--- config.mk ---
export PLATFORM = sky130hd
export DESIGN_NAME = fb_frame_ctrl_flat
export DESIGN_NICKNAME = d
export VERILOG_FILES = /design/src/rtl/fb_frame_ctrl_if.sv /design/src/rtl/fb_frame_ctrl.sv /design/src/flat_wrapper.sv
export SDC_FILE = /design/constraint.sdc
export NUM_CORES = 1
export LEC_CHECK = 0
export BUFFER_PORTS_ARGS = -buffer_cell sky130_fd_sc_hd__clkbuf_2
export CAP_MARGIN = 10
export CORE_MARGIN = 2
export CORE_UTILIZATION = 40
export CTS_CLUSTER_DIAMETER = 100
export DETAILED_ROUTE_END_ITERATION = 16
export PLACE_DENSITY_LB_ADDON = 0.15
export RECOVER_POWER = 50
export SYNTH_ARGS = -nofsm -noshare
export SYNTH_HDL_FRONTEND = slang
export SYNTH_SLANG_ARGS = --single-unit
--- constraint.sdc ---
create_clock -name oclk -period 2.8 [get_ports oclk]
set_clock_uncertainty 0.1 [all_clocks]
set_input_delay 0.7 -clock oclk [delete_from_list [all_inputs] [get_ports oclk]]
set_output_delay 0.7 -clock oclk [all_outputs]
set_load 0.01 [all_outputs]
--- src/rtl/fb_frame_ctrl_if.sv ---
// fb_frame_ctrl_if: capture, frame-buffer and OLED-side signals of the frame controller
//   capture side : cfg_done, cam_vsync, cap_we_in, cap_addr_in, freeze, snap -> fb_we
//   display side : x, y, next_pixel, fb_rdata -> fb_raddr, color
//   status       : state, frame_cnt, short_frame
//   slave modport is the controller; master modport is everything around it
interface fb_frame_ctrl_if #(
  parameter int ADDR_W = 13,
  parameter int DATA_W = 16
);
  logic              cfg_done;
  logic              cam_vsync;
  logic              cap_we_in;
  logic [ADDR_W-1:0] cap_addr_in;
  logic              freeze;
  logic              snap;
  logic              fb_we;
  logic [6:0]        x;
  logic [6:0]        y;
  logic              next_pixel;
  logic [ADDR_W-1:0] fb_raddr;
  logic [DATA_W-1:0] fb_rdata;
  logic [15:0]       color;
  logic [1:0]        state;
  logic [7:0]        frame_cnt;
  logic              short_frame;
  modport master (
    output cfg_done, cam_vsync, cap_we_in, cap_addr_in, freeze, snap, x, y, next_pixel, fb_rdata,
    input  fb_we, fb_raddr, color, state, frame_cnt, short_frame
  );
  modport slave (
    input  cfg_done, cam_vsync, cap_we_in, cap_addr_in, freeze, snap, x, y, next_pixel, fb_rdata,
    output fb_we, fb_raddr, color, state, frame_cnt, short_frame
  );
endinterface

--- src/rtl/fb_frame_ctrl.sv ---
// fb_frame_ctrl: frame-boundary capture gating (live/snapshot/freeze) and OLED read-address/colour scheduling
//   oclk, rst : clock and synchronous active-high reset
//   bus       : fb_frame_ctrl_if.slave (capture gating, frame-buffer read port, OLED colour, status)
module fb_frame_ctrl #(
  parameter int          IMG_COLS = 80,
  parameter int          IMG_ROWS = 60,
  parameter int          ADDR_W   = 13,
  parameter int          DATA_W   = 16,
  parameter logic [15:0] BG_COLOR = 16'hC020
) (
  input logic           oclk,
  input logic           rst,
  fb_frame_ctrl_if.slave bus
);
  localparam logic [1:0]      IDLE      = 2'd0;
  localparam logic [1:0]      ARM       = 2'd1;
  localparam logic [1:0]      CAPTURE   = 2'd2;
  localparam logic [1:0]      FROZEN    = 2'd3;
  localparam logic [6:0]      COLS      = 7'(IMG_COLS);
  localparam logic [6:0]      ROWS      = 7'(IMG_ROWS);
  localparam logic [ADDR_W:0] FRAME_PIX = (ADDR_W+1)'(IMG_COLS * IMG_ROWS);
  logic [1:0]        st, nxt;
  logic [2:0]        vs;
  logic              fs, snap_pend, short_r, in_img;
  logic [ADDR_W:0]   pix;
  logic [7:0]        fc;
  logic [15:0]       pix_dbg;
  logic [1:0]        in_d;
  logic [ADDR_W-1:0] raddr, raddr_n;
  logic [15:0]       color_r;
  // vs[1:0] is the 2-FF synchronizer, vs[2] the previous synchronized value; fs is registered,
  // landing 3 cycles after the raw vsync edge
  always_ff @(posedge oclk) begin
    if (rst) begin
      vs <= '0;
      fs <= 1'b0;
    end else begin
      vs <= {vs[1:0], bus.cam_vsync};
      fs <= vs[1] & ~vs[2];
    end
  end
  // a snap pulse in FROZEN beats a simultaneous fs; losing cfg_done beats everything
  assign nxt = !bus.cfg_done ? IDLE :
               st == IDLE    ? ARM :
               st == ARM     ? (fs ? CAPTURE : ARM) :
               st == CAPTURE ? ((fs && (bus.freeze || snap_pend)) ? FROZEN : CAPTURE) :
               (bus.snap || (fs && !bus.freeze && !snap_pend)) ? ARM : FROZEN;
  // rst gates fb_we directly so a reset mid-frame stops writes in the very cycle it is sampled
  assign bus.fb_we = bus.cap_we_in && st == CAPTURE && !rst;
  always_ff @(posedge oclk) begin
    if (rst) begin
      st        <= IDLE;
      snap_pend <= 1'b0;
      pix       <= '0;
      fc        <= '0;
      short_r   <= 1'b0;
      pix_dbg   <= '0;
    end else begin
      st        <= nxt;
      snap_pend <= nxt != IDLE && !(nxt == FROZEN && st != FROZEN) && (snap_pend || (bus.snap && st != IDLE));
      pix       <= fs ? '0 : pix + (ADDR_W+1)'(bus.fb_we);
      fc        <= (fs && st == CAPTURE) ? fc + 8'd1 : fc;
      short_r   <= (fs && st == CAPTURE) ? pix != FRAME_PIX : short_r;
      pix_dbg   <= pix_dbg + 16'(bus.next_pixel);
    end
  end
  assign in_img = bus.x < ROWS && bus.y < COLS;
  // x*IMG_COLS + y as a shift-add over the set bits of the column count
  always_comb begin
    raddr_n = ADDR_W'(bus.y);
    for (int i = 0; i < 7; i++) raddr_n = COLS[i] ? raddr_n + (ADDR_W'(bus.x) << i) : raddr_n;
  end
  // in_d[1] lines up with fb_rdata for the address registered two cycles earlier
  always_ff @(posedge oclk) begin
    if (rst) begin
      raddr   <= '0;
      in_d    <= '0;
      color_r <= BG_COLOR;
    end else begin
      raddr   <= in_img ? raddr_n : '0;
      in_d    <= {in_d[0], in_img};
      color_r <= in_d[1] ? 16'(bus.fb_rdata) : BG_COLOR;
    end
  end
  assign bus.fb_raddr    = raddr;
  assign bus.color       = color_r;
  assign bus.state       = st;
  assign bus.frame_cnt   = fc;
  assign bus.short_frame = short_r;
endmodule

--- src/flat_wrapper.sv ---
// flat-port wrapper written by rule: the top's interface ports become plain ports
module fb_frame_ctrl_flat 
#(
  parameter int          IMG_COLS = 80,
  parameter int          IMG_ROWS = 60,
  parameter int          ADDR_W   = 13,
  parameter int          DATA_W   = 16,
  parameter logic [15:0] BG_COLOR = 16'hC020
)
  (oclk, rst, bus_cfg_done, bus_cam_vsync, bus_cap_we_in, bus_cap_addr_in, bus_freeze, bus_snap, bus_x, bus_y, bus_next_pixel, bus_fb_rdata, bus_fb_we, bus_fb_raddr, bus_color, bus_state, bus_frame_cnt, bus_short_frame);
  fb_frame_ctrl_if #(.ADDR_W(ADDR_W), .DATA_W(DATA_W)) bus_i ();
  input logic oclk;
  input logic rst;
  input wire logic [$bits(bus_i.cfg_done)-1:0] bus_cfg_done;
  input wire logic [$bits(bus_i.cam_vsync)-1:0] bus_cam_vsync;
  input wire logic [$bits(bus_i.cap_we_in)-1:0] bus_cap_we_in;
  input wire logic [$bits(bus_i.cap_addr_in)-1:0] bus_cap_addr_in;
  input wire logic [$bits(bus_i.freeze)-1:0] bus_freeze;
  input wire logic [$bits(bus_i.snap)-1:0] bus_snap;
  input wire logic [$bits(bus_i.x)-1:0] bus_x;
  input wire logic [$bits(bus_i.y)-1:0] bus_y;
  input wire logic [$bits(bus_i.next_pixel)-1:0] bus_next_pixel;
  input wire logic [$bits(bus_i.fb_rdata)-1:0] bus_fb_rdata;
  output wire logic [$bits(bus_i.fb_we)-1:0] bus_fb_we;
  output wire logic [$bits(bus_i.fb_raddr)-1:0] bus_fb_raddr;
  output wire logic [$bits(bus_i.color)-1:0] bus_color;
  output wire logic [$bits(bus_i.state)-1:0] bus_state;
  output wire logic [$bits(bus_i.frame_cnt)-1:0] bus_frame_cnt;
  output wire logic [$bits(bus_i.short_frame)-1:0] bus_short_frame;
  assign bus_i.cfg_done = bus_cfg_done;
  assign bus_i.cam_vsync = bus_cam_vsync;
  assign bus_i.cap_we_in = bus_cap_we_in;
  assign bus_i.cap_addr_in = bus_cap_addr_in;
  assign bus_i.freeze = bus_freeze;
  assign bus_i.snap = bus_snap;
  assign bus_i.x = bus_x;
  assign bus_i.y = bus_y;
  assign bus_i.next_pixel = bus_next_pixel;
  assign bus_i.fb_rdata = bus_fb_rdata;
  assign bus_fb_we = bus_i.fb_we;
  assign bus_fb_raddr = bus_i.fb_raddr;
  assign bus_color = bus_i.color;
  assign bus_state = bus_i.state;
  assign bus_frame_cnt = bus_i.frame_cnt;
  assign bus_short_frame = bus_i.short_frame;
  fb_frame_ctrl #(.IMG_COLS(IMG_COLS), .IMG_ROWS(IMG_ROWS), .ADDR_W(ADDR_W), .DATA_W(DATA_W), .BG_COLOR(BG_COLOR)) u_core (.oclk(oclk), .rst(rst), .bus(bus_i));
endmodule
==> out/results.ini, run 1 <==
[status]
outcome = finished, final reports clean

[yosys]
ys_ff_latch = 61
netlist_instances = 256
synth_edf_count = 0
yosys_most_used_dff = dfxtp_1
ys_types = 36
netlist_area_um2 = 2480
ys_warn_count = 0
seq_area_frac_synth_pct = 49.2
avgSynthCellArea_um2 = 9.70
async_flop_share_pct = 0
syn_nets = 322

[worst_setup_path]
critPathTopFamily = adder cells
path_cells = clkbuf_2, ha_1, inv_1, fa_2, nor2b_2, o21ai_1, xnor2_1, ha_1, o21ai_1, o21a_1, or3_1, a21oi_1
critical_path.startpoint = bus_y[4]
cpPeakStageDelay_ps = 360
crit_path_top_delay_cell = fa_2
critPathBufInv = 2
r2r-start = u_core.bus.state[1]$_SDFF_PP0_
crit_path_end_kind = flip-flop
worstPathRequired_ps = 2960
crit_arrival_ps = 2800
critPathMaxFanout = 3
startpoint_type = input port
critPathKind = input port to flip-flop

[global_route]
grt_pass1_wl_mm = 7.65
grt_util_all_layers_pct = 14.7
use_met1_pct = 17.2
grt.busiest_layer = met2
gr-total-overflow = 0
grt_use_met2_pct = 23.7
grt_max_degree = 20
grt_pass1_vias = 1854
met3_usage_pct = 5.30
antenna_found_initial = 0

[routing]
first_pass_iters = 4
vias = 2048
post_drt_via_cell_ratio = 4.70
wirelength_mm = 4.78
antenna_left = 0
drc_errors = 0
drt_iter0_drc = 59
wl_per_cell_um = 11.0

[timing]
holdWs_ps = 283
drv_slew = 0
setup_violations = 0
timing.final.crit_share_pct = 94.3
fmax_mhz = 379
rsz0062_at_grt = no
final-hold-violation-count = 0
layout_min_cycle_time_ps = 2640
relSlewSlack_pct = 43.9
tightest_slew_ps = 841

[pwr]
vdd_drop_max_mv = 0.274
p_leak_nw = 1.43
p_sw_share_pct = 23.8
p_comb_share_pct = 10.4
net-switching-power_mw = 0.437
power.density_nw_per_um2 = 564
power_frac_clock_pct = 41.2
power_mw = 1.84
p_int_mw = 1.40
seqPwrFrac_pct = 48.5

[clocking]
clockRootBuffer = clkbuf_8
clock_latency_ps = 320
cts.clk_slew.worst_paths_ps = 70
cts_buffers = 9
htree_levels = 3
cts_buffer_depth = 2
cts_num_sinks = 61
tritoncts = built

[die]
die_w_um = 82.8
io_pins = 92
dieArea_um2 = 6850
core_area_um2 = 5960
num_rows = 28
start_util_pct = 41.7
die_h_um = 82.8

[placement]
port_buffers = 77
dp.cells = 420
place_congestion = 0.801
hpwl_mm = 3.71

[hold_path]
min_from = u_core.vs[2]$_SDFF_PP0_
worstHoldPathType = flip-flop to flip-flop

[cells_and_area]
diodes = 0
syn_to_final_growth_pct = 31.1
drive_gt1_share_pct = 27.7
nets = 422
instances_no_fill = 436

[flow_run]
maxCapViolCount = 0

synth_stat cells, types with 6 or more instances:
cell	n	area share (%)
xor2_1	9	3.2
nor2b_1	7	1.8
o21ai_0	9	1.8
xnor2_1	14	4.9
nor3_1	8	1.6
nand4_1	7	1.8
dfxtp_1	61	49
a21oi_1	7	1.4
ha_1	13	6.6
nand2_1	12	1.8
nand3_1	6	1.2
and2_1	24	6.0
nor2_1	30	4.5
cells in the final DEF (no fill, tap or decap), drive strengths merged:
master,instances
inv,6
nand4,7
o22ai,1
nor2,30
and2,24
mux2i,1
xnor2,14
nor2b,7
bufinv,1
a31oi,1
o21ai,9
dfxtp,61
nor3,8
or2,1
fa,2
clkbuf,88
xor2,9
nand3b,2
and4,2
a21oi,7
a211oi,4
clkinv,6
ha,13
a21o,3
nand3,6
nand2b,5
nand2,12
nor4bb,1
a2111o,1
or3,3
and3b,1
nor4,2
nor4b,2
and3,2
buf,16
o21a,3
power by group through the flow:
stage / clock network (mW) / registers [mW] / logic, mW
3_5_place_dp: 0 / 0.910 / 0.194
6_report: 0.756 / 0.890 / 0.191
3_3_place_gp: 0 / 0.909 / 0.191
2_1_floorplan: 0 / 0.916 / 0.0984
4_1_cts: 0.781 / 0.890 / 0.195
5_1_grt: 0.829 / 0.891 / 0.216
worst register-to-register path: stages (launching register included):
cell and delay, ps:
dfxtp_1 460, nor4bb_1 260, buf_4 170, ha_1 170
ha_1 170, and4_1 280, nand4_1 120, xnor2_1 140
and2_1 150
routing by layer:
metal  share of wire (%)  wire length, um
met1                  45             2130
met2                  49             2320
met3                 5.8              275
met4                 1.2               56
met5                   0                0
registers in the layout (all words and copies together), names as in the netlist, 2 cells and up:
register and flops:
u_core.bus.color 16, u_core.bus.fb_raddr 13, u_core.bus.frame_cnt 8, u_core.bus.state 2, u_core.in_d 2, u_core.pix 14, u_core.vs 3
path summary, 6_finish.rpt:
kind                                              to  slack, ps  cells past startpoint
setup / recovery  u_core.bus.fb_raddr[11]$_SDFF_PP0_        160                     12
hold / removal                  u_core.fs$_SDFF_PP0_        280                      1
setup reg to reg           u_core.pix[12]$_SDFF_PP0_        690                      8
hold reg to reg                 u_core.fs$_SDFF_PP0_        280                      1
logic make-up after synthesis:
logic type | after synthesis | synth area share, %
buffers and inverters | 12 | 1.92
xor gates and xnor gates | 23 | 8.12
muxes | 1 | 0.403
and+or+nand+nor | 115 | 25.0
DFF | 61 | 49.2
adders and majority gates | 15 | 8.17
AOI/OAI and AO/OA | 29 | 7.21
area by class of cell:
class | count | area, um^2
Fill cell | 606 | 2700
Multi-Input combinational cell | 183 | 1220
Sequential cell | 61 | 1220
Timing Repair Buffer | 95 | 494
Clock buffer | 9 | 124
Tap cell | 75 | 93.8
Clock inverter | 7 | 75.1
Inverter | 6 | 23.8
what timing repair did:
action | 4_1_cts | 5_1_grt
endpoints found under the setup margin | 0 | 2
buffers inserted | 0 | 0
endpoints found under the hold margin | 0 | 0
resized for setup | 0 | 2
hold buffers | 0 | 0
stage by stage:
stage | TNS [ps] | utilization [%] | worst slack, ps | cell area, um^2
2_1_floorplan | 0 | - | 15.4 | 2480
3_3_place_gp | -530 | 51.6 | -222 | 3080
3_5_place_dp | -586 | 51.6 | -247 | 3080
4_1_cts | 0 | 55.0 | 88.1 | 3270
5_1_grt | 0 | 54.6 | 9.89 | 3250
6_report | 0 | 54.6 | 161 | 3250
Power figures use the tool's default switching activity.
==> inputs of run 2 (changes only) <==
==> constraint.sdc (replaced) <==
create_clock -name oclk -period 2.8 [get_ports oclk]
set_clock_uncertainty 0.1 [all_clocks]
set_input_delay 0 -clock oclk [delete_from_list [all_inputs] [get_ports oclk]]
set_output_delay 0 -clock oclk [all_outputs]
set_load 0.01 [all_outputs]
==> run 2 against run 1 <==
  * Sequential share of layout area shrank 1.7 points
  * Utilization grew 2.7 points
  * Sequential power is essentially flat
  * Die area is the same
  * Non-clock buffer count grew 16
  * Setup slack gained 70 ps
  * Routed wire length grew 10%
  * Critical path depth grew 1
  * Largest cell class is now flip-flops and latches
==> out/results.ini, run 2 (synthesized netlist as in run 1, its figures left out) <==
[status]
outcome = finished, final reports clean

[routing]
post_drt_via_cell_ratio = 4.68
drt_iter0_drc = 76
wirelength_mm = 5.28
wl_per_cell_um = 11.7
first_pass_iters = 4
vias = 2114
drc_errors = 0
antenna_left = 0

[clocking]
htree_levels = 3
clockRootBuffer = clkbuf_8
cts.clk_slew.worst_paths_ps = 70
cts_buffers = 9
tritoncts = built
cts_num_sinks = 61
cts_buffer_depth = 2
clock_latency_ps = 330
cts-resized-gates = 0

[placement]
port_buffers = 77
hpwl_mm = 3.58
place_congestion = 0.782
dp.cells = 404

[cells_and_area]
num-fill-cells = 589
mostFrequentLayoutCells = 61 x dfxtp_1, 42 x clkbuf_1, 36 x clkbuf_2
instances_no_fill = 452
largest_reg_flops = 16
syn_to_final_growth_pct = 37.5
diodes = 0
drive_gt1_share_pct = 15.1
nets = 438
layout_commonest_cell = dfxtp_1

[die]
dieArea_um2 = 6850
die_w_um = 82.8
io_pins = 92
die_h_um = 82.8
core_area_um2 = 5960
num_rows = 28
start_util_pct = 41.7

[timing]
tightest_slew_ps = 841
layout_min_cycle_time_ps = 2570
rsz0062_at_grt = no
drv_slew = 0
final-hold-violation-count = 0
relSlewSlack_pct = 43.9
tns_ps = 0
fmax_mhz = 389
timing.final.crit_share_pct = 91.8
setup_violations = 0

[pwr]
power.density_nw_per_um2 = 545
p_leak_nw = 1.40
power_mw = 1.86
vdd_drop_max_mv = 0.321

[global_route]
antenna_found_initial = 0
grt_util_all_layers_pct = 16.5
met3_usage_pct = 5.63
grt_pass1_wl_mm = 8.48
grt_pass1_vias = 1940
gr-total-overflow = 0
grt.busiest_layer = met2
grt_use_met2_pct = 27.6
use_met1_pct = 19.6
grt_max_degree = 20

[worst_setup_path]
r2r-start = u_core.bus.state[1]$_SDFF_PP0_
path_cells = dlygate4sd3_1, clkbuf_2, ha_1, inv_1, fa_1, nor2b_1, o21ai_0, xnor2_1, ha_1, o21ai_0, o21a_1, or3_1, a21oi_1
critPathMaxFanout = 3
critical_path.startpoint = bus_x[0]
crit_path_top_delay_cell = dlygate4sd3_1
critPathTopFamily = adder cells
critPathBufInv = 3
worstPathRequired_ps = 2960
critPathKind = input port to flip-flop
crit_arrival_ps = 2730
startpoint_type = input port
cpPeakStageDelay_ps = 520
crit_path_end_kind = flip-flop

[hold_path]
worstHoldPathType = input port to flip-flop
min_from = bus_x[1]

[flow_run]
maxCapViolCount = 0

## run 2: cell type report
class | count | area [um^2] | share of cell area, %
repair buffers | 111 | 663 | 19.4
flip-flops and latches | 61 | 1220 | 35.8
well taps | 75 | 93.8 | 2.75
inverters | 6 | 23.8 | 0.696
multi-input cells | 183 | 1210 | 35.6
clock inverters | 7 | 73.8 | 2.16
clock buffers | 9 | 124 | 3.63
## run 2: per-layer routing
metal / part of all wire (%) / vias up
met5: 0 / -
met4: 1.3 / 0
met3: 3.5 / 4
met2: 51 / 41
met1: 44 / 968
li1: - / 1101
## run 2: tightest hold or removal path, delay by kind of cell
| family | cells | cell delay [ps] |
|---|---|---|
| and+or+nand+nor | 1 | 120 |
| adders and majority gates | 1 | 160 |
| buffers and inverters | 1 | 140 |
## run 2: worst paths after layout
path | cells past startpoint | slack (ps) | to
hold reg to reg | 1 | 280 | u_core.fs$_SDFF_PP0_
setup reg to reg | 8 | 610 | u_core.pix[12]$_SDFF_PP0_
hold / removal | 3 | 30 | u_core.bus.fb_raddr[7]$_SDFF_PP0_
setup / recovery | 13 | 230 | u_core.bus.fb_raddr[11]$_SDFF_PP0_
## run 2: per-stage QoR
stage	hold slack [ps]	setup slack [ps]	utilization [%]	instance area [um^2]
after floorplan	1.47	544	-	2480
after global placement	80.3	394	49.6	2950
after detailed placement	83.3	375	49.6	2950
after CTS	18.3	179	58.1	3460
after global routing	44.6	30.2	57.3	3410
final	26.9	231	57.3	3410
## run 2: power breakdown
group | internal [mW] | total (mW) | switching, mW
Clock | 0.415 | 0.772 | 0.357
Combinational | 0.107 | 0.199 | 0.0916
Sequential | 0.884 | 0.890 | 0.00602
## run 2: timing repair
action / CTS / global route
hold endpoints to repair: 38 / 0
hold buffers: 31 / 0
setup endpoints to repair: 0 / 1
setup buffers: 0 / 1
